<file path="config.mk">
export PLATFORM = sky130hd
export DESIGN_NAME = bumpy_motion_fsm
export DESIGN_NICKNAME = d
export VERILOG_FILES = /design/src/rtl/bumpy_motion_pkg.sv /design/src/rtl/bumpy_event_latch.sv /design/src/rtl/bumpy_motion_fsm.sv
export SDC_FILE = /design/constraint.sdc
export NUM_CORES = 1
export LEC_CHECK = 0
export BUFFER_PORTS_ARGS = -buffer_cell sky130_fd_sc_hd__buf_2
export CORE_UTILIZATION = 50
export DETAILED_ROUTE_END_ITERATION = 6
export GPL_TIMING_DRIVEN = 0
export MAX_ROUTING_LAYER = met4
export PLACE_DENSITY_LB_ADDON = 0.1
export SLEW_MARGIN = 5
export SYNTH_ARGS = -nofsm -noshare
export SYNTH_HDL_FRONTEND = slang
export SYNTH_SLANG_ARGS = --single-unit
</file>
<file path="constraint.sdc">
create_clock -name clk -period 9.95 [get_ports clk]
set_input_delay 0.995 -clock clk [delete_from_list [all_inputs] [get_ports clk]]
set_output_delay 0.995 -clock clk [all_outputs]
set_load 0.01 [all_outputs]
</file>
<file path="src/rtl/bumpy_motion_pkg.sv">
`default_nettype none
// ============================================================================
// Module   : bumpy_motion_pkg
// Purpose  : Shared state encoding, edge indices and fixed-point types for
//            the bumpy sprite motion block.
// Revision : 1.0 - initial release
// ============================================================================
package bumpy_motion_pkg;

    typedef enum logic [1:0] {
        ST_SPAWN = 2'd0,
        ST_AIR   = 2'd1,
        ST_HOP   = 2'd2
    } motion_state_t;

    localparam int EDGE_BOTTOM = 0;
    localparam int EDGE_RIGHT  = 1;
    localparam int EDGE_TOP    = 2;
    localparam int EDGE_LEFT   = 3;

    localparam int DEF_FRAC_BITS = 6;
    localparam int DEF_POS_W     = 11;
    localparam int DEF_SPD_W     = 12;

    typedef logic signed [DEF_SPD_W-1:0]               speed_t;
    typedef logic signed [DEF_POS_W+DEF_FRAC_BITS:0]   pos_fp_t;

endpackage
`default_nettype wire

</file>
<file path="src/rtl/bumpy_event_latch.sv">
`default_nettype none
// ============================================================================
// Module   : bumpy_event_latch
// Purpose  : Frame-long sticky collision edges with same-cycle bypass, plus
//            the jump buffer when BUMPY_JUMP_BUFFER_EN is defined.
// Revision : 1.0 - initial release
// ============================================================================
module bumpy_event_latch
`ifdef BUMPY_JUMP_BUFFER_EN
#(
    parameter int BUF_FRAMES = 4
)
`endif
(
    input  logic       clk,
    input  logic       reset,
    input  logic       i_sof,
    input  logic       i_respawn,
    input  logic       i_collision,
    input  logic [3:0] i_edge_code,
`ifdef BUMPY_JUMP_BUFFER_EN
    input  logic       i_jumpN,
    input  logic       i_jump_taken,
    output logic       o_jump_buf,
`endif
    output logic [3:0] o_hit
);

    logic [3:0] r_hit;

    // The current cycle's edges join the decision even on the frame boundary.
    assign o_hit = r_hit | (i_collision ? i_edge_code : 4'b0000);

    always_ff @(posedge clk or posedge reset) begin
        if (reset) begin
            r_hit <= 4'b0000;
        end else if (i_sof || i_respawn) begin
            r_hit <= 4'b0000;
        end else if (i_collision) begin
            r_hit <= r_hit | i_edge_code;
        end
    end

`ifdef BUMPY_JUMP_BUFFER_EN
    localparam int CNT_W = $clog2(BUF_FRAMES + 1);

    logic             r_jump_q;
    logic [CNT_W-1:0] r_cnt;
    logic             w_fall;

    assign w_fall     = r_jump_q & ~i_jumpN;
    assign o_jump_buf = (r_cnt != '0) | w_fall;

    always_ff @(posedge clk or posedge reset) begin
        if (reset) begin
            r_jump_q <= 1'b1;
            r_cnt    <= '0;
        end else begin
            r_jump_q <= i_jumpN;
            if (i_respawn || i_jump_taken) begin
                r_cnt <= '0;
            end else if (w_fall) begin
                r_cnt <= CNT_W'(BUF_FRAMES);
            end else if (i_sof && (r_cnt != '0)) begin
                r_cnt <= r_cnt - CNT_W'(1);
            end
        end
    end
`endif

endmodule
`default_nettype wire

</file>
<file path="src/rtl/bumpy_motion_fsm.sv">
`default_nettype none
// ============================================================================
// Module   : bumpy_motion_fsm
// Purpose  : Fixed-point bouncing, tile-hopping sprite state machine with
//            frame-latched collisions. Optional macro: BUMPY_JUMP_BUFFER_EN.
// Revision : 1.0 - initial release
// ============================================================================
module bumpy_motion_fsm
    import bumpy_motion_pkg::*;
#(
    parameter int FRAC_BITS     = 6,
    parameter int POS_W         = 11,
    parameter int SPD_W         = 12,
    parameter int TILE_W        = 80,
    parameter int SPRITE_OFS    = 24,
    parameter int GRAVITY       = 3,
    parameter int SIDE_SPEED    = 74,
    parameter int JUMP_UP_SPEED = 200,
    parameter int STEP_SPEED    = 100,
    parameter int FALL_LIMIT    = 170,
    parameter int RISE_LIMIT    = 170,
    parameter int BUF_FRAMES    = 4
)(
    input  logic                    clk,
    input  logic                    reset,
    input  logic                    start_of_frame,
    input  logic                    rightN,
    input  logic                    leftN,
    input  logic                    jumpN,
    input  logic                    collision,
    input  logic [3:0]              HitEdgeCode,
    input  logic                    respawn,
    input  logic [2:0]              spawn_col,
    input  logic [2:0]              spawn_row,
    output logic signed [POS_W-1:0] topLeftX,
    output logic signed [POS_W-1:0] topLeftY,
    output logic [1:0]              state_o,
    output logic                    landed
);

    localparam int PW = POS_W + FRAC_BITS + 1;

    typedef logic signed [PW-1:0]    fp_t;
    typedef logic signed [SPD_W-1:0] spd_t;
    typedef logic signed [SPD_W:0]   spdw_t;

    localparam spd_t  c_zero    = '0;
    localparam spd_t  c_gravity = spd_t'(GRAVITY);
    localparam spd_t  c_side    = spd_t'(SIDE_SPEED);
    localparam spd_t  c_jump    = spd_t'(JUMP_UP_SPEED);
    localparam spd_t  c_step    = spd_t'(STEP_SPEED);
    localparam spdw_t c_rise_w  = spdw_t'(RISE_LIMIT);
    localparam spdw_t c_fall_w  = spdw_t'(FALL_LIMIT);
    localparam fp_t   c_ofs_fp  = fp_t'(SPRITE_OFS) <<< FRAC_BITS;

    function automatic spdw_t wide(input spd_t v);
        return {v[SPD_W-1], v};
    endfunction

    function automatic fp_t to_fp(input spd_t v);
        return {{(PW-SPD_W){v[SPD_W-1]}}, v};
    endfunction

    function automatic spd_t sat(input spdw_t v);
        if (v > c_rise_w)
            return spd_t'(c_rise_w);
        else if (v < -c_fall_w)
            return spd_t'(-c_fall_w);
        else
            return spd_t'(v);
    endfunction

    motion_state_t r_state, w_state_n;
    spd_t          r_vx, r_vy, w_vx_n, w_vy_n;
    fp_t           r_pos_x, r_pos_y;
    fp_t           w_px_next, w_py_next, w_px_dec, w_snap_x, w_xpix;
    fp_t           w_spawn_x, w_spawn_y;
    logic          r_landed, w_land, w_jump;
    logic [3:0]    w_hit;
    int            w_rem;

`ifdef BUMPY_JUMP_BUFFER_EN
    logic w_jump_buf;

    assign w_jump = ~jumpN | w_jump_buf;

    bumpy_event_latch #(
        .BUF_FRAMES (BUF_FRAMES)
    ) u_latch (
        .clk          (clk),
        .reset        (reset),
        .i_sof        (start_of_frame),
        .i_respawn    (respawn),
        .i_collision  (collision),
        .i_edge_code  (HitEdgeCode),
        .i_jumpN      (jumpN),
        .i_jump_taken (w_land & w_jump & start_of_frame),
        .o_jump_buf   (w_jump_buf),
        .o_hit        (w_hit)
    );
`else
    assign w_jump = ~jumpN;

    bumpy_event_latch u_latch (
        .clk         (clk),
        .reset       (reset),
        .i_sof       (start_of_frame),
        .i_respawn   (respawn),
        .i_collision (collision),
        .i_edge_code (HitEdgeCode),
        .o_hit       (w_hit)
    );
`endif

    assign w_spawn_x = fp_t'(int'(spawn_col) * TILE_W + SPRITE_OFS) <<< FRAC_BITS;
    assign w_spawn_y = fp_t'(int'(spawn_row) * TILE_W + SPRITE_OFS) <<< FRAC_BITS;
    assign w_px_next = r_pos_x + to_fp(r_vx);
    assign w_py_next = r_pos_y - to_fp(r_vy);

    // Tile snap uses a floor modulo so negative X still lands on a tile slot.
    always_comb begin
        w_xpix = w_px_next >>> FRAC_BITS;
        w_rem  = int'(w_xpix) % TILE_W;
        if (w_rem < 0)
            w_rem = w_rem + TILE_W;
        w_snap_x = fp_t'(int'(w_xpix) - w_rem + SPRITE_OFS) <<< FRAC_BITS;
    end

    always_comb begin
        w_state_n = r_state;
        w_vx_n    = r_vx;
        w_vy_n    = r_vy;
        w_land    = 1'b0;
        w_px_dec  = w_px_next;
        case (r_state)
            ST_SPAWN: begin
                w_state_n = ST_AIR;
                w_vx_n    = c_zero;
                w_vy_n    = c_zero;
            end
            ST_AIR, ST_HOP: begin
                if (w_hit[EDGE_BOTTOM] && (r_vy <= c_zero)) begin
                    w_land   = 1'b1;
                    w_px_dec = w_snap_x;
                    // Launch speeds are loaded as-is; only arithmetic results are clamped.
                    if (w_jump) begin
                        w_state_n = ST_AIR;
                        w_vx_n    = c_zero;
                        w_vy_n    = c_jump;
                    end else if (!rightN) begin
                        w_state_n = ST_HOP;
                        w_vx_n    = c_side;
                        w_vy_n    = c_step;
                    end else if (!leftN) begin
                        w_state_n = ST_HOP;
                        w_vx_n    = -c_side;
                        w_vy_n    = c_step;
                    end else begin
                        w_state_n = ST_AIR;
                        w_vx_n    = c_zero;
                        w_vy_n    = c_step;
                    end
                end else begin
                    if (w_hit[EDGE_TOP] && (r_vy > c_zero)) begin
                        w_vy_n = sat(-wide(r_vy));
                        if (r_state == ST_HOP)
                            w_vx_n = -r_vx;
                    end else if ((r_state == ST_HOP) &&
                                 ((w_hit[EDGE_RIGHT] && (r_vx > c_zero)) ||
                                  (w_hit[EDGE_LEFT]  && (r_vx < c_zero)))) begin
                        w_vx_n = -r_vx;
                    end else begin
                        w_vy_n = sat(wide(r_vy) - wide(c_gravity));
                    end
                    if (r_state == ST_AIR)
                        w_vx_n = c_zero;
                    if ((r_state == ST_HOP) && (w_vy_n <= -c_step)) begin
                        w_state_n = ST_AIR;
                        w_vx_n    = c_zero;
                    end
                end
            end
            default: begin
                w_state_n = ST_SPAWN;
                w_vx_n    = c_zero;
                w_vy_n    = c_zero;
            end
        endcase
    end

    always_ff @(posedge clk or posedge reset) begin
        if (reset) begin
            r_state  <= ST_SPAWN;
            r_vx     <= c_zero;
            r_vy     <= c_zero;
            r_pos_x  <= c_ofs_fp;
            r_pos_y  <= c_ofs_fp;
            r_landed <= 1'b0;
        end else if (respawn) begin
            r_state  <= ST_SPAWN;
            r_vx     <= c_zero;
            r_vy     <= c_zero;
            r_pos_x  <= w_spawn_x;
            r_pos_y  <= w_spawn_y;
            r_landed <= 1'b0;
        end else if (start_of_frame) begin
            r_state  <= w_state_n;
            r_vx     <= w_vx_n;
            r_vy     <= w_vy_n;
            r_pos_x  <= w_px_dec;
            r_pos_y  <= w_py_next;
            r_landed <= w_land;
        end else begin
            r_landed <= 1'b0;
        end
    end

    assign topLeftX = POS_W'(r_pos_x >>> FRAC_BITS);
    assign topLeftY = POS_W'(r_pos_y >>> FRAC_BITS);
    assign state_o  = r_state;
    assign landed   = r_landed;

endmodule
`default_nettype wire

</file>
### After elaboration in Yosys (flattened, before gate mapping)

Cells that the tools add are included.

| word-level totals | value |
|---|---|
| output and inout bits | 25 |
| memory bits (writable) | 0 |
| bits in read-only memories | 0 |
| register bits after elaboration | 67 |
| memories | 0 |
| latch bits | 0 |
| logic and storage cells | 98 |

| operators by class | value |
|---|---|
| equal/unequal tests | 5 |
| bitwise operators | 2 |
| mux-type cells | 47 |
| shift-type cells | 0 |
| reduce and logical (&&, ||, !) cells | 14 |
| $mul | 2 |
| $add $sub $neg | 10 |
| order comparisons | 10 |
| div/mod/pow operators | 1 |

Operators with widths:

| operator | count |
|---|---|
| 12-bit two-way mux | 25 |
| 18-bit two-way mux | 6 |
| 32-bit by 1-bit less-than comparator with 1-bit output (second input constant) | 1 |
| 32-bit by 8-bit modulo with 32-bit output (second input constant) | 1 |
| 13-bit by 9-bit > comparator with 1-bit output (second input constant) | 2 |
| 13-bit by 9-bit less-than comparator with 1-bit output (second input constant) | 2 |
| 12-bit by 1-bit > comparator with 1-bit output (second input constant) | 2 |
| 10-bit by 5-bit adder with 11-bit output (second input constant) | 2 |
| 18-bit by 12-bit adder with 18-bit output | 1 |
| 18-bit by 12-bit subtractor with 18-bit output | 1 |
| 2-bit two-way mux | 7 |
| 7-bit != test (second input constant) | 2 |
| 12-bit negator with 13-bit output | 1 |
| 12-bit by 3-bit subtractor with 13-bit output (second input constant) | 1 |
| 12-bit by 6-bit adder with 12-bit output (second input constant) | 1 |
| 12-bit by 8-bit adder with 12-bit output (second input constant) | 1 |
| 12-bit by 1-bit less-or-equal comparator with 1-bit output (second input constant) | 1 |
| 12-bit by 8-bit less-or-equal comparator with 1-bit output (second input constant) | 1 |
| 12-bit by 1-bit less-than comparator with 1-bit output (second input constant) | 1 |
| 3-bit by 3-bit multiplier with 6-bit output (second input constant) | 2 |
| 4-bit two-way mux | 3 |
| 12-bit negator | 1 |
| 12-bit subtractor | 1 |
| 8-bit two-way mux | 1 |
| 13 further kinds | 24 |

### Longest topological paths before layout

Gate-level depths: netlist (run 1).

| depth | value |
|---|---|
| depth in word-level cells | 16 |
| gate-level depth with buffers | 35 |
| mapped depth without buffers | 34 |

### Hierarchy

Synthesis (run 1) repeated with hierarchy kept, for this count alone.

| second synthesis, totals | value |
|---|---|
| cell total of the unflattened synthesis | 1001 |
| area, all modules | 7895.1 um2 |

Modules (own cells, without submodules):

| module | instances | area each (um2) | cells each | seq. area each (um2) |
|---|---|---|---|---|
| bumpy_motion_fsm | 1 | 7709.9 | 988 | 1506.4 |
| bumpy_event_latch | 1 | 185.2 | 13 | 100.1 |

### Worst setup path before layout (run 1)

Ideal clock, no wire load.

| timing | value |
|---|---|
| path type | reg2reg |
| from | register r_vx[2] |
| to | register r_pos_x[17] |
| arrival | 7376 ps |
| slack | 2450 ps |
| stages on the path, launching flop included | 34 |
| buffers on the path | 0 |
| cell sequence | dfrtp_1 -> ha_1 -> a21oi_1 -> o221ai_2 -> xnor2_1 -> ha_1 -> inv_1 -> a221oi_4 -> or3b_1 -> a21oi_2 -> nor2_2 -> maj3_2 -> o221a_1 -> o221a_4 -> or2_4 -> a21o_1 -> a21oi_4 -> o21ai_0 -> xnor2_1 -> ha_1 -> a22oi_1 -> ha_1 -> ha_1 -> a21o_1 -> a21o_1 -> a21o_1 -> a21o_1 -> a21o_1 -> a21oi_1 -> xnor2_1 -> nor3_1 -> a21oi_1 -> o31ai_1 -> a211o_1 |

| on the way | value |
|---|---|
| longest elaborated chain between the ends | 10 |

RTL lines:

| element | RTL line | text |
|---|---|---|
| from (decl) | bumpy_motion_fsm.sv:74 | `spd_t r_vx, r_vy, w_vx_n, w_vy_n;` |
| from (signal assigned) | bumpy_motion_fsm.sv:194 | `r_vx <= c_zero;` |
| from (signal assigned) | bumpy_motion_fsm.sv:201 | `r_vx <= c_zero;` |
| from (signal assigned) | bumpy_motion_fsm.sv:208 | `r_vx <= w_vx_n;` |
| 18-bit by 12-bit adder with 18-bit output (*) | bumpy_motion_fsm.sv:117 | `assign w_px_next = r_pos_x + to_fp(r_vx);` |
| 32-bit by 8-bit modulo with 32-bit output | bumpy_motion_fsm.sv:123 | `w_rem = int'(w_xpix) % TILE_W;` |
| 32-bit by 1-bit less-than comparator with 1-bit output or 12-bit by 8-bit adder with 12-bit output (tied branches) | bumpy_motion_fsm.sv:124, bumpy_motion_fsm.sv:125 |  |
| 12-bit two-way mux | bumpy_motion_fsm.sv:124 | `if (w_rem < 0)` |
| 12-bit subtractor | bumpy_motion_fsm.sv:126 | `w_snap_x = fp_t'(int'(w_xpix) - w_rem + SPRITE_OFS) <<< FRAC_BITS;` |
| 12-bit by 6-bit adder with 12-bit output | bumpy_motion_fsm.sv:126 |  |
| 18-bit two-way mux | bumpy_motion_fsm.sv:142 | `if (w_hit[EDGE_BOTTOM] && (r_vy <= c_zero)) begin` |
| 18-bit two-way mux (*) | bumpy_motion_fsm.sv:135 | `case (r_state)` |
| 18-bit two-way mux (*) | bumpy_motion_fsm.sv:206 | `end else if (start_of_frame) begin` |
| 18-bit two-way mux (*) | bumpy_motion_fsm.sv:199 | `end else if (respawn) begin` |
| to (signal assigned) | bumpy_motion_fsm.sv:196 | `r_pos_x <= c_ofs_fp;` |
| to (signal assigned) | bumpy_motion_fsm.sv:203 | `r_pos_x <= w_spawn_x;` |
| to (signal assigned) | bumpy_motion_fsm.sv:210 | `r_pos_x <= w_px_dec;` |
| to (decl) | bumpy_motion_fsm.sv:75 | `fp_t r_pos_x, r_pos_y;` |

Every way passes the cells marked *; elsewhere a longest branch is shown, timed or not. The select of a mux whose other input is x is not followed.
A chain may end at the register's enable or synchronous reset.

### Worst setup path after layout (run 1)

| timing | value |
|---|---|
| from | register r_vx[6] |
| to | register r_pos_x[17] |

Same word-level chain as after synthesis.

==> results.yml, run 1 <==
status:
  run_status: "completed"
power:
  p_switching_w: 0.00118
  p_per_area_nw_per_um2: 293
  p_leak_nw: 3.90
  pwr-share-comb: 0.733
  internal-power_w: 0.00134
  ir_worst_vdd_mv: 0.174
  switching_share: 0.469
  p_clk_frac: 0.133
  p_seq_frac: 0.134
synthesis:
  synth_cells: 981
  syn-cell-area_um2: 7790
  synth.avg_cell_area_um2: 7.94
  yosys-top-cells-count: "o21ai_0, nand2_1, nor2_1, ha_1, a21oi_1"
  yosysMostFrequentCell: "o21ai_0"
  synth_top_area_cell: "dfrtp_1"
  synth_ff_type: "dfrtp_1"
  synth-seq-area-share: 0.206
  ys_async_sr_fraction: 1.00
  synth_nets: 1073
  yosysTopAreaCellShare: 0.193
  synth_area_leaders: "dfrtp_1, ha_1, xnor2_1"
  ys_warn_count: 0
  synth-edff-count: 0
  yosys_register_bits: 64
  yosys.cell_types.count: 107
final_layout:
  area_growth_pct: 10.1
  final_layout_size_suffix_gt1_frac: 0.141
  fin_area_um2: 8580
  nets: 1125
sta:
  max_slew_margin: 0.378
  rsz0062_at_grt: "false"
  setup_tns_ns: 0
  skew_ns: 0.0102
  setup_slack_ns: 1.30
  worstMarginPinSlew_ns: 0.926
  fmax_mhz: 116
  maxSlewViolCount: 0
  fin_crit_sh: 0.869
  hold_violations: 0
  finalSetupViolations: 0
  min_period_ns: 8.65
setup_path:
  worst_setup_path_start_kind: "flip-flop"
  critical_path_arrival_ns: 8.88
  cp_slowest_cell: "xnor2_1"
  worst_ep_required_time_ns: 10.18
  worstSetupEndpointType: "flip-flop"
  cp_num_buf_inv: 2
  slowest_delay_ns: 0.62
  path_common_cell: "a21o_1"
  crit_type: "reg2reg"
  path_max_fanout: 9
  cpLargestDelayFamily: "compound AO/OA/AOI/OAI gates"
clocking:
  cts_root_buffer: "clkbuf_16"
  cts_post_setup_buffers_inserted: 0
  hold_buffers: 0
  h-tree-depth: 3
  cts_tree: "yes"
  post_cts_resized: 0
  clk_pin_slew_ns: 0.06
  cts-buffers-inserted: 9
  cts.sinks: 64
  insertion_delay_ns: 0.34
  clockBufferDepth: 2
routing:
  via_per_inst: 6.06
  num_vias: 7433
  routed_wl_um: 21100
  dr.pass1.iters: 5
  drtIter0Drc: 515
  ant_nets: 0
  drc: 0
  avgRoutedWirePerCell_um: 17.2
flow_run:
  maxCapViolations: 0
floorplan:
  start_util: 0.513
  die_y_um: 127
  num_io_pins: 43
  rows: 45
  core-area_um2: 15200
  die_w_um: 127
  fp.dieArea_um2: 16100
global_routing:
  grt_pass1_vias: 6884
  grt_pass1_wl_um: 34800
  antenna_found_initial: 0
  grt.total_usage: 0.277
  grt_max_degree: 61
  overflow: 0
place:
  numPortBuffers: 40
  dpl.hpwl_um: 16000
  place_ws_ns: 1.35
  place_congestion: 0.932
  placed_cell_area_um2: 8260
worst_hold_path:
  hold_path_class: "reg2reg"
## power groups by stage
stage	clock, W	combinational, W	sequential [W]
2_1_floorplan	0	0.00150	0.000325
3_3_place_gp	0	0.00180	0.000339
3_5_place_dp	0	0.00182	0.000339
4_1_cts	0.000339	0.00183	0.000335
5_1_grt	0.000349	0.00205	0.000340
6_report	0.000336	0.00184	0.000336
## cells in the final DEF, fill, tap and decap left out, types with 34 or more instances in the layout
cell type and n:
o21ai_0 83, nand2_1 81, nor2_1 80, ha_1 73, a21oi_1 65, dfrtp_1 60, inv_1 50, xnor2_1 48
buf_2 42, clkbuf_1 34
## state kept, by name, indices dropped and copies added, names as in the netlist
signal         count
r_vx              11
landed             1
state_o            2
r_pos_x           17
r_pos_y           17
r_vy              12
u_latch.r_hit      4
## cell families (layout without fill, tap and decap cells)
| group | after synthesis | count (layout) | share of synthesized area |
|---|---|---|---|
| compound gates | 342 | 342 | 0.310 |
| xor+xnor | 64 | 64 | 0.0738 |
| fa+ha+maj | 75 | 75 | 0.121 |
| buf+inv | 122 | 179 | 0.0791 |
| flops | 64 | 64 | 0.206 |
| mux | 17 | 17 | 0.0223 |
| other cells | 1 | 2 | 0.000481 |
| simple gates | 296 | 296 | 0.187 |
## layer usage
| metal | GRT usage | part of all wire |
|---|---|---|
| met1 | 0.360 | 0.46 |
| met4 | 0.0847 | 0.016 |
| met3 | 0.0316 | 0.045 |
| met5 | - | 0 |
| met2 | 0.453 | 0.47 |
## path summary, 6_finish.rpt
kind	cells after the start	from	to	slack (ns)
max	34	r_vx[6]$_DFFE_PP0P_	r_pos_x[17]$_DFFE_PP0N_	1.30
min	2	r_pos_x[3]$_DFFE_PP0N_	r_pos_x[3]$_DFFE_PP0N_	0.49
max reg2reg	34	r_vx[6]$_DFFE_PP0P_	r_pos_x[17]$_DFFE_PP0N_	1.30
min reg2reg	2	r_pos_x[3]$_DFFE_PP0N_	r_pos_x[3]$_DFFE_PP0N_	0.49
max in group asynchronous	3	reset	r_pos_y[10]$_DFFE_PP1N_	8.86
min in group asynchronous	2	reset	r_vx[9]$_DFFE_PP0P_	0.53
## layout make-up
cell class	count	area, um^2
Antenna cell	1	2.50
Buffer	70	422
Clock buffer	12	267
Clock inverter	4	51.3
Fill cell	1469	6620
Inverter	52	198
Multi-Input combinational cell	795	5570
Sequential cell	64	1610
Tap cell	188	235
Timing Repair Buffer	41	228
## worst min-delay path: cells and delay by family (launching register included)
family,cells,cell delay (ns)
AO/OA/AOI/OAI,1,0.06
flip-flops,1,0.34
AND/OR/NAND/NOR,1,0.05
## through the flow
| stage | hold slack [ns] | util | power, W | instances |
|---|---|---|---|---|
| after floorplan | 0.449 | - | 0.00183 | 981 |
| after global placement | 0.468 | 0.541 | 0.00214 | 1209 |
| after detailed placement | 0.479 | 0.543 | 0.00215 | 1210 |
| after CTS | 0.491 | 0.564 | 0.00250 | 1226 |
| after global routing | 0.516 | 0.564 | 0.00274 | 1226 |
| final | 0.485 | 0.564 | 0.00251 | 1227 |
Note: power is estimated with default switching activity, not from simulation.
==> inputs of run 2 (changes only) <==
ABC_AREA = 1   (was default)
HOLD_SLACK_MARGIN = 0.05   (was default)
RECOVER_POWER = 25   (was default)
==> run 2 against run 1 <==
The flow now finishes with violations (max-capacitance violations, max-slew violations). Synthesized cell count rose by 17%. First-iteration DRC count fell by 7.0%. Sequential cell count did not move. Non-clock buffer count fell by 34. Sequential share of layout area rose by 0.76 points. Clock-buffer cell count fell by 3. Cell count rose by 13%. Maximum frequency rose by 18%. Worst hold slack improved by 0.0064 ns. Utilization rose by 0.28 points. Synthesized area fell by 4.1%.
==> results.yml, run 2 <==
synthesis:
  synth_ff_type: "dfrtp_1"
  yosys-top-cells-count: "nand2_1, inv_1, nor2_1, ha_1, nand3_1"
  yosysMostFrequentCell: "nand2_1"
  synth.avg_cell_area_um2: 6.53
  ys_async_sr_fraction: 1.00
  synth_area_leaders: "dfrtp_1, nand2_1, ha_1"
  synth_cells: 1145
  synth-seq-area-share: 0.215
  synth_top_area_cell: "dfrtp_1"
  synth_nets: 1238
  synth-edff-count: 0
  syn-cell-area_um2: 7470
  yosys_register_bits: 64
  ys_warn_count: 0
  yosysTopAreaCellShare: 0.201
  yosys.cell_types.count: 58
place:
  dpl.hpwl_um: 15700
  place_congestion: 0.902
  numPortBuffers: 42
global_routing:
  grt.total_usage: 0.270
  antenna_found_initial: 0
  overflow: 0
  grt_pass1_vias: 6940
  grt_max_degree: 65
  grt_pass1_wl_um: 32900
clocking:
  cts.sinks: 64
  clk_pin_slew_ns: 0.06
  cts-buffers-inserted: 9
  post_cts_resized: 0
  hold_buffers: 0
  cts_tree: "yes"
  cts_post_setup_buffers_inserted: 0
  h-tree-depth: 3
  clockBufferDepth: 2
  insertion_delay_ns: 0.35
  cts_root_buffer: "clkbuf_16"
sta:
  hold_violations: 0
  finalSetupViolations: 0
  fin_crit_sh: 0.734
  max_slew_margin: -0.923
  fmax_mhz: 137
  maxSlewViolCount: 65
  setup_tns_ns: 0
  worstMarginPinSlew_ns: 2.87
  min_period_ns: 7.31
  skew_ns: 0.00765
  rsz0062_at_grt: "false"
final_layout:
  fillers: 1511
  diodes: 0
  layout.area.seq_um2: 1610
  area_growth_pct: 10.3
  top_regs: "r_pos_x (17), r_pos_y (17), r_vy (12)"
  final_util: 0.567
  final_layout_size_suffix_gt1_frac: 0.131
  multiInputGateArea_um2: 4920
  final_cell_mix: "nand2_1, inv_1, nor2_1"
  mostFrequentLayoutCell: "nand2_1"
  nets: 1291
routing:
  ant_nets: 0
  drc: 0
  via_per_inst: 5.35
  routed_wl_um: 19500
  drtIter0Drc: 479
  dr.pass1.iters: 6
  num_vias: 7421
  avgRoutedWirePerCell_um: 14.0
setup_path:
  cp_slowest_cell: "dfrtp_1"
  slowest_delay_ns: 0.44
  critical_path_arrival_ns: 7.54
  path_max_fanout: 7
  reg2reg_depth: 57
  crit_type: "reg2reg"
  r2r-start: "r_vx[4]$_DFFE_PP0P_"
  worstSetupEndpointType: "flip-flop"
  reg2reg_slack_ns: 2.64
  worst_ep_required_time_ns: 10.18
  path_common_cell: "nand2_1"
  critPathLaunch: "r_vx[4]$_DFFE_PP0P_"
  worst_setup_path_start_kind: "flip-flop"
floorplan:
  num_io_pins: 43
  start_util: 0.514
  core-area_um2: 14500
  rows: 44
  die_w_um: 124
  die_y_um: 124
  fp.dieArea_um2: 15400
worst_hold_path:
  min_from: "r_pos_x[2]$_DFFE_PP0N_"
  hold_depth: 2
  hold_path_class: "reg2reg"
status:
  violations: "max-capacitance violations, max-slew violations"
  run_status: "finished, violations left"
flow_run:
  maxCapViolations: 1
run 2: changes by cell type after synthesis, moves of 23 or more:
cell,previous run,this run
a21o_1,28,2
inv_1,51,171
nor2_1,80,105
o21ai_0,83,55
xnor2_1,48,7
nand3_1,26,72
clkbuf_1,34,11
nand2_1,81,266
run 2: cells by family (layout without fill, tap and decap cells):
family	count (synthesis)	after routing	share of synthesized area
AND/OR/NAND/NOR	527	527	0.314
buffers and inverters	229	287	0.127
AO/OA/AOI/OAI	206	206	0.166
adder cells (fa/ha/maj)	75	75	0.127
flip-flops	64	64	0.215
XOR/XNOR	43	43	0.0504
other	1	1	0.000502
run 2: metrics by stage:
step	instances	hold WS, ns	area, um^2	setup WS, ns
after floorplan	1145	0.456	7470	3.63
after global placement	1371	0.472	7910	2.70
after detailed placement	1371	0.482	7920	2.67
after CTS	1387	0.497	8240	2.61
after global routing	1387	0.528	8240	1.66
final	1387	0.492	8240	2.64
run 2: layout make-up:
class,count,share of cell area
Multi-Input combinational cell,852,0.597
Timing Repair Buffer,42,0.0255
Inverter,194,0.0891
Tap cell,184,0.0279
Clock buffer,9,0.0273
Clock inverter,7,0.0126
Buffer,35,0.0261
Sequential cell,64,0.195
run 2: path summary, 6_finish.rpt:
path                                      endpoint
min in group asynchronous      r_vx[5]$_DFFE_PP0P_
hold / removal              r_pos_x[2]$_DFFE_PP0N_
setup / recovery           r_pos_x[17]$_DFFE_PP0N_
setup reg to reg           r_pos_x[17]$_DFFE_PP0N_
hold reg to reg             r_pos_x[2]$_DFFE_PP0N_
max in group asynchronous  r_pos_x[16]$_DFFE_PP0N_
run 2: routing by layer:
| layer | vias up | wire [um] | GRT usage |
|---|---|---|---|
| li1 | 3863 | - | - |
| met1 | 3362 | 9450 | 0.354 |
| met2 | 178 | 8870 | 0.433 |
| met3 | 18 | 953 | 0.0427 |
| met4 | 0 | 209 | 0.0673 |
| met5 | - | 0 | - |
run 2: worst max-delay path: cells and delay by family, from the launching register on:
family,cells,cell delay [ns]
simple gates,38,3.50
compound gates,7,1.29
fa+ha+maj,4,1.15
flops,1,0.44
buf+inv,6,0.44
xor+xnor,2,0.34
Power of run 2 is not shown: default switching activity piles up to over one toggle a cycle in this logic, so the estimate is an artifact.
==> inputs of run 3 (changes only) <==
ABC_AREA = 0   (was 1)
clock period = 7.5 ns   (was 9.95 ns; I/O delays follow)
==> run 3 against run 2 <==
The run ends with max-capacitance violations, max-slew violations, negative setup slack left. Design area rose by 14%. First-iteration DRC count rose by 11%. Global-route usage rose by 2.1 points. Maximum frequency fell by 2.7%. Non-clock buffer count rose by 66. Sequential cell count did not move. Sequential share of layout area fell by 2.3 points. Critical path depth fell by 26. Utilization rose by 5.0 points. Worst hold slack got worse by 0.19 ns. Cell count fell by 9.2%. Critical path type unchanged.
==> results.yml, run 3 (synthesis results as in run 1) <==
power:
  ir_worst_vdd_mv: 0.245
  p_leak_nw: 4.13
  pwr-share-comb: 0.759
  switching_share: 0.463
  internal-power_w: 0.00199
  p_switching_w: 0.00172
  p_per_area_nw_per_um2: 395
  p_clk_frac: 0.121
  p_seq_frac: 0.121
final_layout:
  nets: 1157
  final_util: 0.617
  stdcell_count: 1259
  final_cell_mix: "o21ai_0, nand2_1, nor2_1"
  top_regs: "r_pos_x (17), r_pos_y (17), r_vy (12)"
  fin_area_um2: 9380
  final_layout_size_suffix_gt1_frac: 0.225
  area_growth_pct: 20.3
routing:
  via_per_inst: 6.14
  ant_nets: 0
  num_vias: 7728
  routed_wl_um: 22500
  avgRoutedWirePerCell_um: 17.9
  dr.pass1.iters: 5
  drc: 0
  drtIter0Drc: 534
clocking:
  cts_tree: "yes"
  insertion_delay_ns: 0.34
  hold_buffers: 0
  cts.sinks: 64
  cts-buffers-inserted: 9
  clk_pin_slew_ns: 0.06
  cts_root_buffer: "clkbuf_16"
  clockBufferDepth: 2
  h-tree-depth: 3
global_routing:
  grt_max_degree: 61
  grt.total_usage: 0.291
  antenna_found_initial: 0
  overflow: 0
  grt_pass1_vias: 7186
  grt_pass1_wl_um: 36500
setup_path:
  critical_path_arrival_ns: 7.74
  cp_slowest_cell: "dfrtp_2"
  slowest_delay_ns: 0.53
  path_common_cell: "a21o_1"
  crit_type: "reg2reg"
  worst_ep_required_time_ns: 7.73
  worstSetupEndpointType: "flip-flop"
  reg2reg_depth: 31
  rr_endpoint: "r_pos_x[17]$_DFFE_PP0N_"
  worst_setup_path_start_kind: "flip-flop"
  reg2reg_slack_ns: -0.009
  r2r-start: "r_vx[11]$_DFFE_PP0P_"
  path_max_fanout: 11
place:
  numPlacedInstances: 1210
  placed_cell_area_um2: 8260
  numPortBuffers: 40
  dpl.hpwl_um: 16000
  place_congestion: 0.932
floorplan:
  start_util: 0.513
  fp.dieArea_um2: 16100
  die_y_um: 127
  core-area_um2: 15200
  rows: 45
  num_io_pins: 43
  die_w_um: 127
sta:
  setup_tns_ns: -0.00855
  worstMarginPinSlew_ns: 3.33
  finalSetupViolations: 1
  hold_violations: 0
  fmax_mhz: 133
  maxSlewViolCount: 61
  skew_ns: 0.00895
  fin_crit_sh: 1.00
  max_slew_margin: -1.22
  min_period_ns: 7.51
  rsz0062_at_grt: "true"
  hold_slack_ns: 0.299
  setup_slack_ns: -0.00855
status:
  run_status: "finished, violations left"
  violations: "max-capacitance violations, max-slew violations, negative setup slack"
flow_run:
  maxCapViolations: 1
worst_hold_path:
  hold_path_class: "in2async"
-- run 3: worst max-delay path by stage --
stage	from	to	slack (ns)	cells after the start
global route	r_pos_x[3]$_DFFE_PP0N_	r_pos_x[17]$_DFFE_PP0N_	-0.34	31
detailed placement	r_vx[2]$_DFFE_PP0P_	r_pos_x[17]$_DFFE_PP0N_	-1.10	34
global placement	r_vx[6]$_DFFE_PP0P_	r_pos_x[17]$_DFFE_PP0N_	-1.03	34
floorplan	r_vx[2]$_DFFE_PP0P_	r_pos_x[17]$_DFFE_PP0N_	0.0001	33
finish	r_vx[11]$_DFFE_PP0P_	r_pos_x[17]$_DFFE_PP0N_	-0.009	31
CTS	r_pos_x[7]$_DFFE_PP0N_	r_pos_x[17]$_DFFE_PP0N_	0.001	34
-- run 3: power groups by stage --
stage	Sequential (W)	Combinational [W]	Clock (W)
detailed placement	0.000450	0.00241	0
floorplan	0.000431	0.00199	0
CTS	0.000445	0.00259	0.000450
global route	0.000453	0.00308	0.000464
finish	0.000447	0.00281	0.000447
global placement	0.000450	0.00239	0
-- run 3: critical path: cells and delay by family, from the launching register on --
family,cells,cell delay (ns)
AO/OA/AOI/OAI,20,4.43
AND/OR/NAND/NOR,3,0.61
XOR/XNOR,3,0.57
buffers and inverters,1,0.15
adder cells (fa/ha/maj),4,1.11
flip-flops,1,0.53
-- run 3: per-stage QoR --
step                worst slack, ns  total power [W]
finish                     -0.00855          0.00370
global route                 -0.342          0.00399
CTS                         0.00116          0.00349
detailed placement            -1.10          0.00286
global placement              -1.03          0.00284
floorplan                  0.000100          0.00243
-- run 3: layout make-up --
type                       count  area, um^2
inverter                      52         200
antenna                        1        2.50
clock buffer                  12         267
fill                        1347        5830
timing repair buffer          73         457
buffer                        70         435
tap                          188         235
multi-input combinational    795        6110
clock inverter                 4        51.3
sequential                    64        1620
-- run 3: repair_timing --
action                     CTS  global route
setup endpoints to repair    5             2
resized for setup           68            30
pin swaps                   20            34
gates cloned                 0             0
buffers inserted            19            13
-- run 3: metal layers --
metal	track usage	wire, um
met1	0.369	9920
met3	0.0358	1230
met2	0.482	10900
met4	0.0903	495
met5	-	0
